`config.mk`:
```
export PLATFORM = sky130hd
export DESIGN_NAME = prog_logic_unit_flat
export DESIGN_NICKNAME = d
export VERILOG_FILES = /design/src/rtl/plu_pkg.sv /design/src/rtl/prog_logic_unit_if.sv /design/src/rtl/plu_cfg_loader.sv /design/src/rtl/prog_logic_unit.sv /design/src/flat_wrapper.sv
export SDC_FILE = /design/constraint.sdc
export NUM_CORES = 1
export LEC_CHECK = 0
export BUFFER_PORTS_ARGS = -buffer_cell sky130_fd_sc_hd__buf_2
export CORE_MARGIN = 2
export CORE_UTILIZATION = 40
export CTS_CLUSTER_SIZE = 25
export DETAILED_ROUTE_END_ITERATION = 8
export SLEW_MARGIN = 5
export SYNTH_ARGS = -nofsm -noshare
export SYNTH_HDL_FRONTEND = slang
export SYNTH_SLANG_ARGS = --single-unit
```
`constraint.sdc`:
```
create_clock -name clk -period 2.1 [get_ports clk]
set_clock_uncertainty 0.15 [all_clocks]
set_input_delay 0.42 -clock clk [delete_from_list [all_inputs] [get_ports clk]]
set_output_delay 0.42 -clock clk [all_outputs]
set_load 0.005 [all_outputs]
```
`src/rtl/plu_pkg.sv`:
```
// Shared types and helpers for the programmable logic unit.
package plu_pkg;

  localparam int N_IN_MAX = 8;

  typedef enum logic [1:0] {
    EMPTY = 2'd0,
    LOAD  = 2'd1,
    RUN   = 2'd2
  } plu_state_t;

  function automatic int tw(input int n);
    return 2 ** n;
  endfunction

endpackage

```
`src/rtl/prog_logic_unit_if.sv`:
```
// Evaluation request/result handshake for prog_logic_unit.
interface prog_logic_unit_if #(
  parameter int N_IN = 4
) ();

  logic            in_valid;
  logic [N_IN-1:0] in_data;
  logic            in_ready;
  logic            out_valid;
  logic            out_f;
  logic            out_ready;

  modport master (
    output in_valid, in_data, out_ready,
    input  in_ready, out_valid, out_f
  );

  modport slave (
    input  in_valid, in_data, out_ready,
    output in_ready, out_valid, out_f
  );

endinterface

```
`src/rtl/plu_cfg_loader.sv`:
```
// Serial truth-table loader: EMPTY/LOAD/RUN FSM, write pointer and table register.
// Optional PLU_MINTERM_CNT_EN keeps a running count of 1 entries in the table.
module plu_cfg_loader
  import plu_pkg::*;
#(
  parameter int                    N_IN        = 4,
  parameter logic [tw(N_IN)-1:0]   RESET_TABLE = '0,
  parameter bit                    START_RUN   = 1'b0
) (
  input  logic                  clk,
  input  logic                  rst_n,
  input  logic                  load_start,
  input  logic                  load_bit_valid,
  input  logic                  load_bit,
  output logic                  load_busy,
  output logic                  load_done,
  output logic [tw(N_IN)-1:0]   tbl,
  output plu_state_t            state
`ifdef PLU_MINTERM_CNT_EN
  ,
  output logic [N_IN:0]         minterm_cnt
`endif
);

  localparam int              TW       = tw(N_IN);
  localparam logic [N_IN-1:0] CNT_LAST = '1;

  plu_state_t      next_state;
  logic [N_IN-1:0] cnt;
  logic            wr_en;
  logic            last_bit;

  // A bit arriving together with load_start belongs to no sequence and is dropped.
  assign wr_en    = (state == LOAD) && load_bit_valid && !load_start;
  assign last_bit = wr_en && (cnt == CNT_LAST);

  always_ff @(posedge clk or negedge rst_n) begin
    if (!rst_n) begin
      state <= START_RUN ? RUN : EMPTY;
    end else begin
      state <= next_state;
    end
  end

  always_comb begin
    next_state = state;
    unique case (state)
      EMPTY:   if (load_start) next_state = LOAD;
      LOAD:    if (last_bit)   next_state = RUN;
      RUN:     if (load_start) next_state = LOAD;
      default: next_state = EMPTY;
    endcase
  end

  always_comb begin
    load_busy = (state == LOAD);
  end

  // Pointer wraps to 0 naturally after the last entry.
  always_ff @(posedge clk or negedge rst_n) begin
    if (!rst_n) begin
      cnt       <= '0;
      tbl       <= RESET_TABLE;
      load_done <= 1'b0;
    end else begin
      load_done <= last_bit;
      if (load_start) begin
        cnt <= '0;
      end else if (wr_en) begin
        cnt      <= cnt + 1'b1;
        tbl[cnt] <= load_bit;
      end
    end
  end

`ifdef PLU_MINTERM_CNT_EN
  function automatic logic [N_IN:0] popcnt(input logic [TW-1:0] v);
    logic [N_IN:0] acc;
    acc = '0;
    for (int i = 0; i < TW; i++) begin
      acc = acc + {{N_IN{1'b0}}, v[i]};
    end
    return acc;
  endfunction

  localparam logic [N_IN:0] RESET_POP = popcnt(RESET_TABLE);

  always_ff @(posedge clk or negedge rst_n) begin
    if (!rst_n) begin
      minterm_cnt <= RESET_POP;
    end else if (wr_en && (load_bit != tbl[cnt])) begin
      minterm_cnt <= load_bit ? minterm_cnt + 1'b1 : minterm_cnt - 1'b1;
    end
  end
`endif

endmodule

```
`src/rtl/prog_logic_unit.sv`:
```
// Run-time programmable N_IN-input Boolean function with registered, handshaked result.
// Define PLU_MINTERM_CNT_EN to expose minterm_cnt (number of 1 entries in the table).
module prog_logic_unit
  import plu_pkg::*;
#(
  parameter int                    N_IN        = 4,
  parameter logic [tw(N_IN)-1:0]   RESET_TABLE = '0,
  parameter bit                    START_RUN   = 1'b0
) (
  input  logic              clk,
  input  logic              rst_n,
  input  logic              load_start,
  input  logic              load_bit_valid,
  input  logic              load_bit,
  output logic              load_busy,
  output logic              load_done,
  prog_logic_unit_if.slave  io
`ifdef PLU_MINTERM_CNT_EN
  ,
  output logic [N_IN:0]     minterm_cnt
`endif
);

  plu_state_t          state;
  logic [tw(N_IN)-1:0] tbl;
  logic                accept;
  logic                out_valid_q;
  logic                out_f_q;

  plu_cfg_loader #(
    .N_IN        (N_IN),
    .RESET_TABLE (RESET_TABLE),
    .START_RUN   (START_RUN)
  ) u_loader (
    .clk            (clk),
    .rst_n          (rst_n),
    .load_start     (load_start),
    .load_bit_valid (load_bit_valid),
    .load_bit       (load_bit),
    .load_busy      (load_busy),
    .load_done      (load_done),
    .tbl            (tbl),
    .state          (state)
`ifdef PLU_MINTERM_CNT_EN
    ,
    .minterm_cnt    (minterm_cnt)
`endif
  );

  // A request coinciding with load_start is still served from the old table,
  // because table writes only start once the FSM is in LOAD.
  assign io.in_ready = (state == RUN) && (!out_valid_q || io.out_ready);
  assign accept      = io.in_valid && io.in_ready;

  always_ff @(posedge clk or negedge rst_n) begin
    if (!rst_n) begin
      out_valid_q <= 1'b0;
      out_f_q     <= 1'b0;
    end else if (accept) begin
      out_valid_q <= 1'b1;
      out_f_q     <= tbl[io.in_data];
    end else if (io.out_ready) begin
      out_valid_q <= 1'b0;
    end
  end

  assign io.out_valid = out_valid_q;
  assign io.out_f     = out_f_q;

endmodule

```
`src/flat_wrapper.sv`:
```
// flat-port wrapper written by rule: the top's interface ports become plain ports
module prog_logic_unit_flat import plu_pkg::*;
#(
  parameter int                    N_IN        = 4,
  parameter logic [tw(N_IN)-1:0]   RESET_TABLE = '0,
  parameter bit                    START_RUN   = 1'b0
)
  (clk, rst_n, load_start, load_bit_valid, load_bit, load_busy, load_done, io_in_valid, io_in_data, io_out_ready, io_in_ready, io_out_valid, io_out_f);
  prog_logic_unit_if #(.N_IN(N_IN)) io_i ();
  input  logic clk;
  input  logic rst_n;
  input  logic load_start;
  input  logic load_bit_valid;
  input  logic load_bit;
  output logic load_busy;
  output logic load_done;
  input wire logic [$bits(io_i.in_valid)-1:0] io_in_valid;
  input wire logic [$bits(io_i.in_data)-1:0] io_in_data;
  input wire logic [$bits(io_i.out_ready)-1:0] io_out_ready;
  output wire logic [$bits(io_i.in_ready)-1:0] io_in_ready;
  output wire logic [$bits(io_i.out_valid)-1:0] io_out_valid;
  output wire logic [$bits(io_i.out_f)-1:0] io_out_f;
  assign io_i.in_valid = io_in_valid;
  assign io_i.in_data = io_in_data;
  assign io_i.out_ready = io_out_ready;
  assign io_in_ready = io_i.in_ready;
  assign io_out_valid = io_i.out_valid;
  assign io_out_f = io_i.out_f;
  prog_logic_unit #(.N_IN(N_IN), .RESET_TABLE(RESET_TABLE), .START_RUN(START_RUN)) u_core (.clk(clk), .rst_n(rst_n), .load_start(load_start), .load_bit_valid(load_bit_valid), .load_bit(load_bit), .load_busy(load_busy), .load_done(load_done), .io(io_i));
endmodule
```
==> flow_summary.toml <==
[run_status]
status = "complete, no violations"

[synth]
yosys_warnings = 0
netlist_top_cells_area = "dfrtp_1, mux2_2, ha_1"
synth_area_leader_cell = "dfrtp_1"
postSynthCellCount = 109
synth_seq_cells = 25
yosysUniqueCellTypes = 32
synth_top_area_share_pct = 46.8
ys_seq_area_share_pct = 46.8
synthesis.area_um2 = 1340
synth_nets = 124
syn_area_per_cell_um2 = 12.3

[critical_path]
arrival_ns = 1.87
criticalPathCategory = "reg2reg"
end_kind = "flop"
cp_max_fo = 8
cp.required_ns = 2.16
ff2ff_setup_slack_ns = 0.28
cp-start-kind = "flop"

[route]
wl_met3_um = 60
wl_met2_mm = 1.14
drt_first_pass_iters = 4
vias = 841
drc_errors = 0
highest-signal-layer = "met4"
vias_per_cell = 4.98
ant_nets = 0
finalWirelength_mm = 2.29
dr.first_iter.drc_count = 26
routedWlPerCell_um = 13.6
wl_met1_mm = 1.08

[finish]
diodes = 0
nets = 141
synthToLayoutAreaGrowth_pct = 10.7
fillerInstances = 294
multiInputGateArea_um2 = 672
fin_util_pct = 47.3
final_layout_size_suffix_gt1_share_pct = 36.8
final-seq-area_um2 = 626

[clocking]
clock_sinks = 25
cts_made_buffers = 3
h-tree-depth = 1
cts.path.max_buffers = 2
root_buffer = "clkbuf_4"
path_clk_slew_ns = 0.13
cts_tree = "built"
insertion_delay_ns = 0.31

[grt]
grt_pass1_wl_mm = 3.74
grt_max_degree = 26
grt_pass1_vias = 830
grt_use_total_pct = 13.5
antenna_found_initial = 0
grt_overflow = 0

[sta]
period_share_pct = 86.5
tns_ns = 0
rsz0062_at_grt = "false"
fmax_mhz = 550
slew_headroom_pct = 63.8
slew_violations = 0
setup_viol = 0
fin_crit_ns = 1.82
hold_viol = 0
tightest_slew_ns = 0.543

[power_and_ir_drop]
p_leak_nw = 0.709
peakVddDrop_v = 0.000192
p_per_area_nw_per_um2 = 621

[placement]
hpwl_mm = 1.76
io_buffers = 15
gp_congestion = 0.751

[floorplan]
io_pins = 16
die_x_um = 61.8
rows = 20
coreArea_um2 = 3130
die_area_um2 = 3820
start_util_pct = 42.8
die_y_um = 61.8

[hold_path]
min_path_type = "in2reg"

[job]
cap_viol_max_count = 0
## cell usage in the layout, fill, tap and decap left out, types with 2 or more instances in the layout
master	Yosys	final
clkbuf_4	0	3
nand2b_1	2	2
nor4_1	2	2
and3_1	3	3
mux4_2	2	2
xnor2_1	2	2
ha_1	4	4
o21ai_0	3	3
mux2_2	17	17
buf_2	2	15
nor2_1	5	5
dfrtp_1	25	25
mux2i_1	3	3
nand3_1	4	4
nor4b_4	2	2
inv_1	4	4
nand2_1	13	13
## sequential cells by signal (all words and copies together), names as in the netlist
signal / cells
u_core.u_loader.load_done: 1
u_core.io.out_valid: 1
u_core.u_loader.cnt: 4
u_core.u_loader.state: 2
u_core.u_loader.tbl: 16
u_core.io.out_f: 1
## area by class of cell
type	instances	area share, %
Clock buffer	3	1.52
Sequential cell	25	42.3
Clock inverter	1	0.338
Multi-Input combinational cell	76	45.4
Tap cell	44	3.72
Timing Repair Buffer	16	5.75
Inverter	4	1.01
## path summary, 6_finish.rpt
path                                            to  cells after the start                startpoint
setup reg to reg           u_core.u_loader.tbl[15]                      5  u_core.u_loader.state[1]
hold reg to reg                    u_core.io.out_f                      1           u_core.io.out_f
hold / removal                 u_core.io.out_valid                      3              io_out_ready
max in group asynchronous   u_core.u_loader.cnt[3]                      2                     rst_n
min in group asynchronous  u_core.u_loader.tbl[13]                      2                     rst_n
setup / recovery           u_core.u_loader.tbl[15]                      5  u_core.u_loader.state[1]
## synth_stat cells
library cell	count
o21ai_0	3
mux2_2	17
nor4_4	1
mux2i_1	3
a211oi_1	1
nand3_2	1
a22o_1	1
inv_1	4
and2b_2	1
and3_1	3
nand3b_1	1
nor4_1	2
clkbuf_1	1
xnor2_1	2
dfrtp_1	25
nor3b_4	1
a21oi_1	1
a31o_2	1
nor2_1	5
buf_2	2
nor4b_4	2
nand4_1	1
nand3_1	4
nor2b_1	1
ha_1	4
nand3b_4	1
or3_1	1
nand2_1	13
buf_6	1
mux4_2	2
a211o_1	1
nand2b_1	2
## worst max-delay path, cell delays in order, from the launching register on
cell,delay (ns)
dfrtp_1,0.45
nand3b_4,0.27
nor3b_4,0.30
nand3_2,0.12
inv_1,0.10
mux2_2,0.33
## metal layers
metal / vias up / track usage, %
li1: 423 / -
met4: 0 / 5.47
met3: 2 / 2.48
met2: 11 / 22.4
met5: - / 0
met1: 405 / 17.4
## repair_timing
action | in CTS | in global routing
hold buffers | 1 | 0
gates resized for setup | 0 | 0
buffers inserted | 0 | 0
hold endpoints to repair | 25 | 0
## where the power goes
group / switching (W) / internal [W] / leakage [nW]
logic: 0.0000818 / 0.0000799 / 0.354
clock network: 0.000138 / 0.0000711 / 0.0177
registers: 0.0000258 / 0.000522 / 0.338
total: 0.000246 / 0.000673 / 0.709
## cell families after synthesis
logic type	count (synthesis)	synth area share, %
buffers and inverters	8	2.99
adders and majority gates	4	3.74
DFF	25	46.8
muxes	22	19.9
xor gates and xnor gates	2	1.31
and+or+nand+nor	40	21.2
AOI/OAI and AO/OA	8	4.02
## stage by stage
stage,area (µm²),total power (W),hold slack [ns],std cells,worst slack (ns)
finish,1480,0.000919,0.236,169,0.283
global route,1480,0.000977,0.238,169,0.151
CTS,1480,0.000938,0.218,169,0.281
detailed placement,1440,0.000720,0.293,164,0.251
global placement,1440,0.000716,0.286,164,0.296
floorplan,1340,0.000668,-0.0256,109,0.420
Note: power is estimated with default switching activity, not from simulation.
